$ cat config.mk
export PLATFORM = sky130hd
export DESIGN_NAME = motor_ramp_ctrl
export DESIGN_NICKNAME = d
export VERILOG_FILES = /design/src/rtl/motor_pkg.sv /design/src/rtl/step_timer.sv /design/src/rtl/motor_ramp_ctrl.sv
export SDC_FILE = /design/constraint.sdc
export NUM_CORES = 1
export LEC_CHECK = 0
export CAP_MARGIN = 20
export CORE_UTILIZATION = 50
export DETAILED_ROUTE_END_ITERATION = 6
export DONT_BUFFER_PORTS = 1
export PLACE_DENSITY = 0.67
export SKIP_LAST_GASP = 1
export SLEW_MARGIN = 20
export SYNTH_ARGS = -nofsm -noshare
export SYNTH_HDL_FRONTEND = slang
export SYNTH_SLANG_ARGS = --single-unit
$ cat constraint.sdc
create_clock -name Clk -period 1.8 [get_ports Clk]
set_input_delay 0.27 -clock Clk [delete_from_list [all_inputs] [get_ports Clk]]
set_output_delay 0.27 -clock Clk [all_outputs]
set_load 0.02 [all_outputs]
$ cat src/rtl/motor_pkg.sv
// motor_pkg: shared state encoding and duty-code constants for the hoist motor ramp controller
package motor_pkg;
  typedef enum logic [2:0] {IDLE, ACCEL, CRUISE, DECEL, HALT} state_t;
  localparam logic [1:0] DUTY_0  = 2'b00;
  localparam logic [1:0] DUTY_25 = 2'b01;
  localparam logic [1:0] DUTY_50 = 2'b10;
  localparam logic [1:0] DUTY_75 = 2'b11;
endpackage

$ cat src/rtl/step_timer.sv
// step_timer: prescaler counting 0..STEP_CYCLES-1, tick at terminal count; ports Clk, Reset, clr (sync clear), tick
module step_timer #(
  parameter int STEP_CYCLES = 64
) (
  input  logic Clk,
  input  logic Reset,
  input  logic clr,
  output logic tick
);
  logic [15:0] cnt;
  assign tick = cnt == 16'(STEP_CYCLES - 1);
  always_ff @(posedge Clk or posedge Reset)
    if (Reset) cnt <= '0;
    else cnt <= (clr || tick) ? '0 : cnt + 16'd1;
endmodule

$ cat src/rtl/motor_ramp_ctrl.sv
// motor_ramp_ctrl: soft start/stop duty ramp for the hoist motor, direction latched only when stopped
// Ports: Clk, Reset (async, active-high), Move, DirReq, EStop (only with MOTOR_ESTOP_EN),
//        DutyCycle[1:0], MotorDir, AtSpeed, Stopped
module motor_ramp_ctrl
  import motor_pkg::*;
#(
  parameter int STEP_CYCLES = 64
) (
  input  logic       Clk,
  input  logic       Reset,
  input  logic       Move,
  input  logic       DirReq,
`ifdef MOTOR_ESTOP_EN
  input  logic       EStop,
`endif
  output logic [1:0] DutyCycle,
  output logic       MotorDir,
  output logic       AtSpeed,
  output logic       Stopped
);
  state_t     state, state_n;
  logic [1:0] duty_n;
  logic       dir_n, tick, clr, halt_req;
`ifdef MOTOR_ESTOP_EN
  assign halt_req = EStop;
`else
  assign halt_req = 1'b0;
`endif
  // Prescaler restarts on every state change and is held idle while parked
  assign clr = (state_n != state) || (state == IDLE) || (state == HALT);
  step_timer #(.STEP_CYCLES(STEP_CYCLES)) u_timer (
    .Clk  (Clk),
    .Reset(Reset),
    .clr  (clr),
    .tick (tick)
  );
  always_comb begin
    state_n = state;
    duty_n  = DutyCycle;
    dir_n   = MotorDir;
    case (state)
      IDLE: if (Move) begin
        state_n = ACCEL;
        dir_n   = DirReq;
      end
      ACCEL: if (!Move) state_n = DECEL;
      else if (tick) begin
        duty_n  = (DutyCycle == DUTY_75) ? DUTY_75 : DutyCycle + 2'd1;
        state_n = (duty_n == DUTY_75) ? CRUISE : ACCEL;
      end
      CRUISE: state_n = Move ? CRUISE : DECEL;
      // A reverse request is ignored here; it is re-sampled once IDLE is reached
      DECEL: if (Move && DirReq == MotorDir) state_n = ACCEL;
      else if (tick) begin
        duty_n  = (DutyCycle == DUTY_0) ? DUTY_0 : DutyCycle - 2'd1;
        state_n = (duty_n == DUTY_0) ? IDLE : DECEL;
      end
      HALT: state_n = Move ? HALT : IDLE;
      default: state_n = IDLE;
    endcase
    if (halt_req) begin
      state_n = HALT;
      duty_n  = DUTY_0;
    end
  end
  always_ff @(posedge Clk or posedge Reset)
    if (Reset) begin
      state     <= IDLE;
      DutyCycle <= DUTY_0;
      MotorDir  <= 1'b0;
    end else begin
      state     <= state_n;
      DutyCycle <= duty_n;
      MotorDir  <= dir_n;
    end
  assign AtSpeed = state == CRUISE;
  assign Stopped = state == IDLE;
endmodule

* Word level (Yosys, flattened, before mapping)
Index checks and enable logic that the tools add are counted.
** Word-level totals
- Flip-flop bits (word level) :: 22
- Bits in latches :: 0
- Bits in writable memories :: 0
- Bits in read-only memories :: 0
- Input port bits :: 4
- Output and inout port bits :: 5
- Word-level logic and storage cells :: 48
- Memories :: 0
** Operators by class
- $add $sub $neg :: 3
- Multiply operators :: 0
- Div/mod/pow operators :: 0
- $lt $le $gt $ge :: 0
- Equal/unequal tests :: 13
- Shifts and indexed selects :: 0
- Multiplexer cells :: 18
- Bitwise logic cells :: 0
- Reductions and logical operators :: 10
** Operators with widths (number)
- $mux W3 :: 6
- $add A16 B1 Y16 const B :: 1
- $eq A16 B6 Y1 const B :: 1
- $mux W16 :: 1
- $mux W2 :: 8
- $pmux W3 S5 :: 1
- $eq A3 B2 Y1 const B :: 2
- $reduce_and A5 Y1 :: 1
- $eq A2 B2 Y1 const B :: 2
- $logic_not A2 Y1 :: 2
- $ne A2 B1 Y1 const B :: 2
- $ne A2 B2 Y1 const B :: 2
- $pmux W2 S2 :: 1
- $eq A3 B1 Y1 const B :: 1
- $eq A3 B3 Y1 const B :: 1
- $logic_not A3 Y1 :: 1
- $logic_or A1 B1 Y1 :: 3
- $ne A3 B3 Y1 :: 1
- $add A2 B1 Y2 const B :: 1
- $reduce_and A2 Y1 :: 1
- $reduce_bool A2 Y1 :: 1
- $sub A2 B1 Y2 const B :: 1
- $eq A1 B1 Y1 :: 1
- $logic_and A1 B1 Y1 :: 1
- $mux W1 :: 1

* Longest topological paths before layout
Gate-level depths: netlist of the first run.
- Depth after elaboration :: 12
- Depth in mapped cells :: 6
- Gate-level depth less buffers :: 5

* Hierarchy
From an unflattened synthesis of the first run, not the netlist that was laid out.
** Second synthesis, totals
- Cell total of the unflattened synthesis :: 136
- Area, all modules :: 1276.2 µm²
** By module, submodules not included
- step_timer :: times used 1, cells each 86, area each 818.3 µm², seq. area each 400.4 µm²
- motor_ramp_ctrl :: times used 1, cells each 50, area each 457.9 µm², seq. area each 150.1 µm²

* Least setup slack after synthesis of the first run
OpenSTA, ideal clock, no wires.
- Path type :: register to register
- Start :: reg u_timer.cnt[8]
- End :: reg u_timer.cnt[12]
- Setup time :: 119 ps
- Data arrival time :: 1847 ps
- Data required time :: 1681 ps
- Path slack :: -166 ps
- Cell stages (with the launch flop) :: 6
- Path buffers :: 1
- Clock period less this slack :: 1966 ps
- Cell sequence :: dfrtp_1 -> or4_4 -> or4_4 -> o211ai_2 -> buf_6 -> nor2_1
** On the way
- Cells in the longest elaborated chain, start to end :: 9
- Elaborated cells between the ends (all ways) :: 12
- Those cells by class :: 1 x add/sub; 2 x eq/ne; 6 x mux; 3 x reduce/logical
** RTL lines
- start: declaration :: RTL line step_timer.sv:10 : logic [15:0] cnt;
- start signal: assignment :: RTL line step_timer.sv:14 : else cnt <= (clr || tick) ? '0 : cnt + 16'd1;
- $eq A16 B6 Y1 :: RTL line step_timer.sv:11 : assign tick = cnt == 16'(STEP_CYCLES - 1);
- $mux W3, on equally long branches :: RTL line motor_ramp_ctrl.sv:54, motor_ramp_ctrl.sv:47
- $mux W3, on equally long branches :: RTL line motor_ramp_ctrl.sv:53, motor_ramp_ctrl.sv:46
- $pmux W3 S5 :: RTL line motor_ramp_ctrl.sv:41 : case (state)
- $ne A3 B3 Y1 :: RTL line motor_ramp_ctrl.sv:30 : assign clr = (state_n != state) || (state == IDLE) || (state == HALT);
- $logic_or A1 B1 Y1 (2 in a row) :: RTL line motor_ramp_ctrl.sv:30
- $logic_or A1 B1 Y1 :: RTL line step_timer.sv:14
- $mux W16 (*) :: RTL line step_timer.sv:14
Mark *: on every way between the ends. The rest lies on a longest branch, timed or not.
A chain may end at the register's enable or synchronous reset.

* Worst setup path in the final report of the first run
- Start :: reg u_timer.cnt[8]
- End :: reg u_timer.cnt[0]
** On the way
- Cells in the longest elaborated chain, start to end :: 9
- Elaborated cells between the ends (all ways) :: 11
- Those cells by class :: 2 x eq/ne; 6 x mux; 3 x reduce/logical
** RTL lines (RTL line)
- $eq A16 B6 Y1 (*) :: step_timer.sv:11
- $mux W3, on equally long branches :: motor_ramp_ctrl.sv:54, motor_ramp_ctrl.sv:47
- $mux W3, on equally long branches :: motor_ramp_ctrl.sv:53, motor_ramp_ctrl.sv:46
- $pmux W3 S5 :: motor_ramp_ctrl.sv:41
- $ne A3 B3 Y1 :: motor_ramp_ctrl.sv:30
- $logic_or A1 B1 Y1 (2 in a row) :: motor_ramp_ctrl.sv:30
- $logic_or A1 B1 Y1 (*) :: step_timer.sv:14
- $mux W16 (*) :: step_timer.sv:14
Marks and branches as above.

==> impl_results.md, run 1 <==
- Gp weighted congestion: 0.813
- Max-cap viol count: 0
- Post-Syn Instances: 135
- Register area share after synthesis: 0.444
- Post-synth cell types: 36
- Status: finished, violations left
- Hold path cells: 1
- Fill count: 189
- Hold Path Origin: DirReq
- Min Tclk post-route: 1.96 ns
- Fraction of the mapped netlist area in simple logic gates: 0.316
- Largest net degree at the start of global routing: 23
- Critical Path Fanout Max: 8
- Starting Density: 0.544
- First-pass DRT Iterations: 5
- Pwr per Cell Area: 976 mW/mm^2
- Final setup viols: 18
- Via count: 1120
- Most frequent cells in the layout: dfrtp_1, buf_4, nor2_1, nand2_1, nand4_1
- Max rail drop VDD: 0.803 mV
- WHS: 0.116 ns
- Reg-to-reg critical path endpoint: u_timer.cnt[0]
- Xor/xnor share of the synthesized area: 0.0848
- M1 GR Usage: 0.305
- Die height: 51.8 um
- Final instance area: between 0.001 and 0.0015 mm^2
- Total Power: 0.00146 W
- Max Slew Vio Count: 0
- Main synth FF type: dfrtp_1
- Post-synthesis register bit count: 22
- Die area: roughly 0.0027 mm^2
- Hold WC Path Type: in -> reg
- PortBufs: 0
- Total grt overflow: 0
- CP Launch Type: register
- Share of post-route cells with drive strength above 1: 0.231
- EDFF count, synth: 0
- Clk_skew: 0.000794 ns
- GRT Util Overall: 0.248
- M2 GR Usage: 0.418
- Vias in the first global route: 1116
- Synthesized area per cell: 9.18 um^2
- Busiest grt layer: met2
- Area delta synth->final: 20.5%
- Asr flop ratio synth: 1.00
- RSZ-0062 raised after global routing: yes
- Pre-CTS setup slack: -0.192 ns
- Hold EP: MotorDir
- Worst r2r src: u_timer.cnt[8]
- Final worst path period share: 1.09
- Synth Area in Adders: 0.0101
- Most common cell after layout, fill and taps aside: dfrtp_1
- First-pass GRT wire length: 4.78 mm
- Net count after synthesis: 140
- Detailed placement HPWL: 1.98 mm
- R2r setup slk: -0.16 ns
- Most frequent CP cell: or4_4
- Worst-Margin Slew: about 0.74 ns
- Crit path max-delay cell type: or4_4
- Cell area after synthesis: between 0.001 and 0.0015 mm^2
- Nets: about 160
- Ports: 9
- Drt wl/cell: 15.6 um
- Post-DRT Antenna Nets: 0
- Largest family of logic cells by synthesized area: simple AND/OR/NAND/NOR gates
- Antenna violations before repair: 0
- Root buffer cell: clkbuf_4
- Fin. Hold Viols: 0
- Final WL: around 2.9 mm
- Setup crit end kind: register
- CP Cell Sequence: or4_4 > or4_4 > o211ai_4 > nor2_1
- Number of buffers created by CTS: 3
- CTS tree: yes
- H-tree depth: 1
- Number of remaining DRC errors: 0
- Clk sinks: 22
- Clock buffer depth: 2
- Violated checks: setup timing
- Compound-cell area share of the yosys netlist: 0.0960
- Core area: 0.00228 mm^2
- Ys Warns: 0
- Max Fclk: between 500 and 600 MHz
- Setup ws final: -0.161 ns
- Max transition margin: 0.502
- Met3 Track Usage GR: 0.0526
- Post-DP Area: 0.00142 mm^2
- Worst-Skew Late Latency: ~0.30 ns
- Die width: approximately 52 um
- WP data required: ~2 ns
- Pleak: 0.628 nW
- Worst Path Arrival: 2.15 ns
- Row count: 17
- CP Class: reg -> reg
- Diode count: 0
- First DRT Iteration DRCs: 41
- Clk pin slew, worst setup/hold paths: 0.11 ns
- Routed vias/inst: between 6 and 7
- Cells on worst reg2reg path: 4
- Post-synthesis mux area share: 0.00909
- CP max stage delay: between 0.6 and 0.7 ns
[per-stage QoR]
stage	std cells	setup TNS, ns	utilization
2_1_floorplan	135	-1.43	-
3_3_place_gp	178	-2.00	0.623
3_5_place_dp	178	-2.81	0.623
4_1_cts	183	-2.03	0.648
5_1_grt	184	-3.30	0.656
6_report	184	-2.59	0.656
[final cells by class]
cell class / count / area, um^2 / area share
multi-input combinational: 103 / 694 / 0.465
tap: 28 / 35.0 / 0.0235
clock buffer: 3 / 22.5 / 0.0151
timing repair buffer: 22 / 168 / 0.112
inverter: 6 / 22.5 / 0.0151
sequential: 22 / 551 / 0.369
[Yosys cell counts (all sizes together) (3+ instances only)]
master  instances  area share
dfrtp          22        0.44
nor2           20       0.061
nand2           9       0.027
nand4           8       0.040
a21oi           7       0.028
nor4            7       0.040
xnor2           7       0.049
inv             6       0.018
nor3            6       0.024
xor2            5       0.035
clkbuf          4       0.012
nand3           4       0.016
and3            3       0.015
or4             3       0.027
[critical path: cells and delay by family (launching register included)]
kind | cells | cell delay, ns
AOI/OAI and AO/OA | 1 | 0.18
DFF | 1 | 0.41
and+or+nand+nor | 3 | 1.27
[cell families (layout without fill, tap and decap cells)]
kind of cell / after synthesis / count (layout)
DFF: 22 / 22
and+or+nand+nor: 70 / 70
xor gates and xnor gates: 12 / 12
muxes: 1 / 1
adders and majority gates: 1 / 1
buffers and inverters: 11 / 31
AOI/OAI and AO/OA: 18 / 19
[state kept, by name, indices dropped and copies added (netlist names)]
register and count:
u_timer.cnt 16, state 3, DutyCycle 2, MotorDir 1
[worst max path at each step]
stage	startpoint	end	slack (ns)	cells after the start
2_1_floorplan	u_timer.cnt[0]	u_timer.cnt[0]	-0.13	6
3_3_place_gp	u_timer.cnt[1]	u_timer.cnt[2]	-0.13	5
3_5_place_dp	u_timer.cnt[0]	u_timer.cnt[3]	-0.19	5
4_1_cts	u_timer.cnt[6]	u_timer.cnt[0]	-0.13	4
5_1_grt	u_timer.cnt[8]	u_timer.cnt[5]	-0.19	4
6_report	u_timer.cnt[8]	u_timer.cnt[0]	-0.16	4
[power by group]
part / internal [W] / total (W) / switching, W / leakage [nW]
sequential: 0.000560 / 0.000667 / 0.000107 / 0.291
combinational: 0.000237 / 0.000573 / 0.000336 / 0.324
clock: 0.0000780 / 0.000217 / 0.000139 / 0.0138
total: 0.000875 / 0.00146 / 0.000582 / 0.628
[layer usage]
layer	share of wire	up-vias
met4	0.018	0
met3	0.039	6
li1	-	536
met5	0	-
met1	0.44	545
met2	0.50	33
[repair_timing]
item                                    in CTS  in global routing
hold buffers                                 1                  0
cloned                                       1                  0
resized for setup                            2                  2
pin swaps                                    5                  2
buffers inserted                             0                  1
endpoints found under the setup margin      18                 20
endpoints found under the hold margin       22                  0
Power figures use the tool's default switching activity.
==> run 2: changes to the inputs <==
CORE_MARGIN = 10   (was not set)
==> run 2 against run 1 <==
Net effect:
- the flow still finishes with violations (setup timing)
- core utilization down 0.33 points
- via count decreased by 3.5%
- register-to-register slack gained 0.03 ns
- first-iteration DRC count rose by 7.3%
==> impl_results.md, run 2 (synthesis gave the netlist of run 1 again) <==
- Worst Path Buf+Inv: 0
- Post-DRT Antenna Nets: 0
- GRT Util Overall: 0.105
- PortBufs: 0
- Clk_skew: 0.0139 ns
- Die height: 69.8 um
- Share of post-route cells with drive strength above 1: 0.232
- Max Slew Vio Count: 0
- Diode count: 0
- Clk pin slew, worst setup/hold paths: 0.13 ns
- Setup crit end kind: register
- Switching Share: 0.398
- Drt wl/cell: roughly 14 um
- Most frequent CP cell: or4_4
- Pwr per Cell Area: 975 mW/mm^2
- WHS: ~0.11 ns
- CP Class: reg -> reg
- Status: finished, violations left
- Busiest grt layer: met2
- Total Power: approximately 0.0014 W
- Max FFs per register: 16
- Max rail drop VDD: approximately 0.8 mV
- Detailed placement HPWL: about 1.9 mm
- Die area: around 0.0049 mm^2
- Worst-Margin Slew: 0.621 ns
- Number of remaining DRC errors: 0
- Number of buffers created by CTS: 3
- Final worst path period share: 1.07
- Core area: 0.00228 mm^2
- Net switching power: 0.000576 W
- Clock power frac: 0.152
- Total grt overflow: 0
- Die width: around 70 um
- Worst-Skew Late Latency: 0.30 ns
- Met3 Track Usage GR: 0.0200
- Most frequent cells in the layout: dfrtp_1, buf_4, nor2_1, nand2_1, nand4_1
- Largest Register: u_timer.cnt
- Crit path max-delay cell type: or4_4
- Nets: 162
- Regs by FF count: u_timer.cnt (16), state (3), DutyCycle (2)
- Area of the multi-input gates: 694 um^2
- Gp weighted congestion: about 0.80
- Setup ws final: -0.132 ns
- First-pass GRT wire length: about 4.4 mm
- Number of setup buffers added after CTS: 0
- Max transition margin: 0.583
- Area delta synth->final: 19.9%
- Hold WC Path Type: in -> reg
- M1 GR Usage: 0.135
- H-tree depth: 1
- Fill count: 183
- CTS tree: yes
- Min Tclk post-route: 1.93 ns
- Most common cell after layout, fill and taps aside: dfrtp_1
- Pleak: 0.623 nW
- Final WL: 2.63 mm
- Clock buffer depth: 2
- Sequential share of power: 0.457
- Starting Density: 0.544
- Worst Path Arrival: 2.11 ns
- Cell-internal power: 0.000872 W
- First-pass DRT Iterations: 4
- WP data required: 1.98 ns
- First DRT Iteration DRCs: 44
- Max-cap viol count: 0
- CP Launch Type: register
- Vias in the first global route: between 1k and 1.5k
- Final setup viols: 18
- Clk sinks: 22
- Cell family with most CP delay: simple AND/OR/NAND/NOR gates
- FF+latch area: about 550 um^2
- CP Cell Sequence: or4_4 > or4_4 > o211ai_4 > nor2_1
- Via count: about 1.1k
- Critical Path Fanout Max: 8
- Violated checks: setup timing
- Largest net degree at the start of global routing: 23
- M2 GR Usage: 0.164
- Routed vias/inst: 5.91
- Max Fclk: a little over 500 MHz
- Pre-CTS setup slack: -0.167 ns
- Comb power frac: 0.391
- Row count: 17
- Antenna violations before repair: 0
- Fin. Hold Viols: 0
- RSZ-0062 raised after global routing: yes
- CP max stage delay: 0.58 ns
- Ports: 9
- Root buffer cell: clkbuf_4
-- run 2: cell count changes in the layout (fill, tap and decap cells not counted) --
cell     before  now
a21oi_2       0    1
nor2_2        0    1
o22ai_1       0    1
nor2_1       20   19
buf_4        21   20
o22ai_2       1    0
a21oi_1       7    6
-- run 2: layer usage --
layer  vias to the layer above  routed length [um]
met3                         2                  74
met1                       524                1270
met4                         0                  17
met2                        16                1260
met5                         -                   0
li1                        539                   -
-- run 2: layout make-up --
type,instances,share of cell area
well taps,28,0.0236
inverters,6,0.0152
repair buffers,21,0.108
multi-input cells,103,0.468
clock buffers,3,0.0152
flip-flops and latches,22,0.371
-- run 2: timing repair --
item	in CTS	in global routing
pin swaps	6	1
endpoints found under the setup margin	18	20
gates cloned	1	0
gates resized for setup	2	3
hold endpoints to repair	22	0
hold buffers	1	0
-- run 2: power groups by stage --
stage	clock [W]	combinational, W	sequential [W]
floorplan	0	0.000419	0.000633
global placement	0	0.000472	0.000669
detailed placement	0	0.000483	0.000672
finish	0.000220	0.000566	0.000662
global route	0.000240	0.000620	0.000679
CTS	0.000223	0.000543	0.000661
-- run 2: final timing paths --
path,slack (ns),to,start,depth (start not counted)
setup / recovery,-0.13,u_timer.cnt[9],u_timer.cnt[13],4
hold / removal,0.11,MotorDir,DirReq,1
setup reg to reg,-0.13,u_timer.cnt[9],u_timer.cnt[13],4
hold reg to reg,0.58,u_timer.cnt[0],u_timer.cnt[0],2
max in group asynchronous,1.13,u_timer.cnt[4],Reset,3
min in group asynchronous,0.43,MotorDir,Reset,3
-- run 2: per-stage QoR --
step / TNS (ns) / instances / utilization / instance area (um^2)
3_3_place_gp: -2.01 / 178 / 0.623 / 1420
2_1_floorplan: -1.43 / 135 / - / 1260
3_5_place_dp: -2.49 / 178 / 0.623 / 1420
4_1_cts: -1.98 / 183 / 0.648 / 1470
6_report: -2.02 / 183 / 0.653 / 1490
5_1_grt: -2.92 / 183 / 0.653 / 1490
==> run 3: changes to the inputs <==
CTS_CLUSTER_DIAMETER = 30   (was not set)
==> results of run 3 <==
No change in the layout: final DEF, timing and power equal those of run 2.
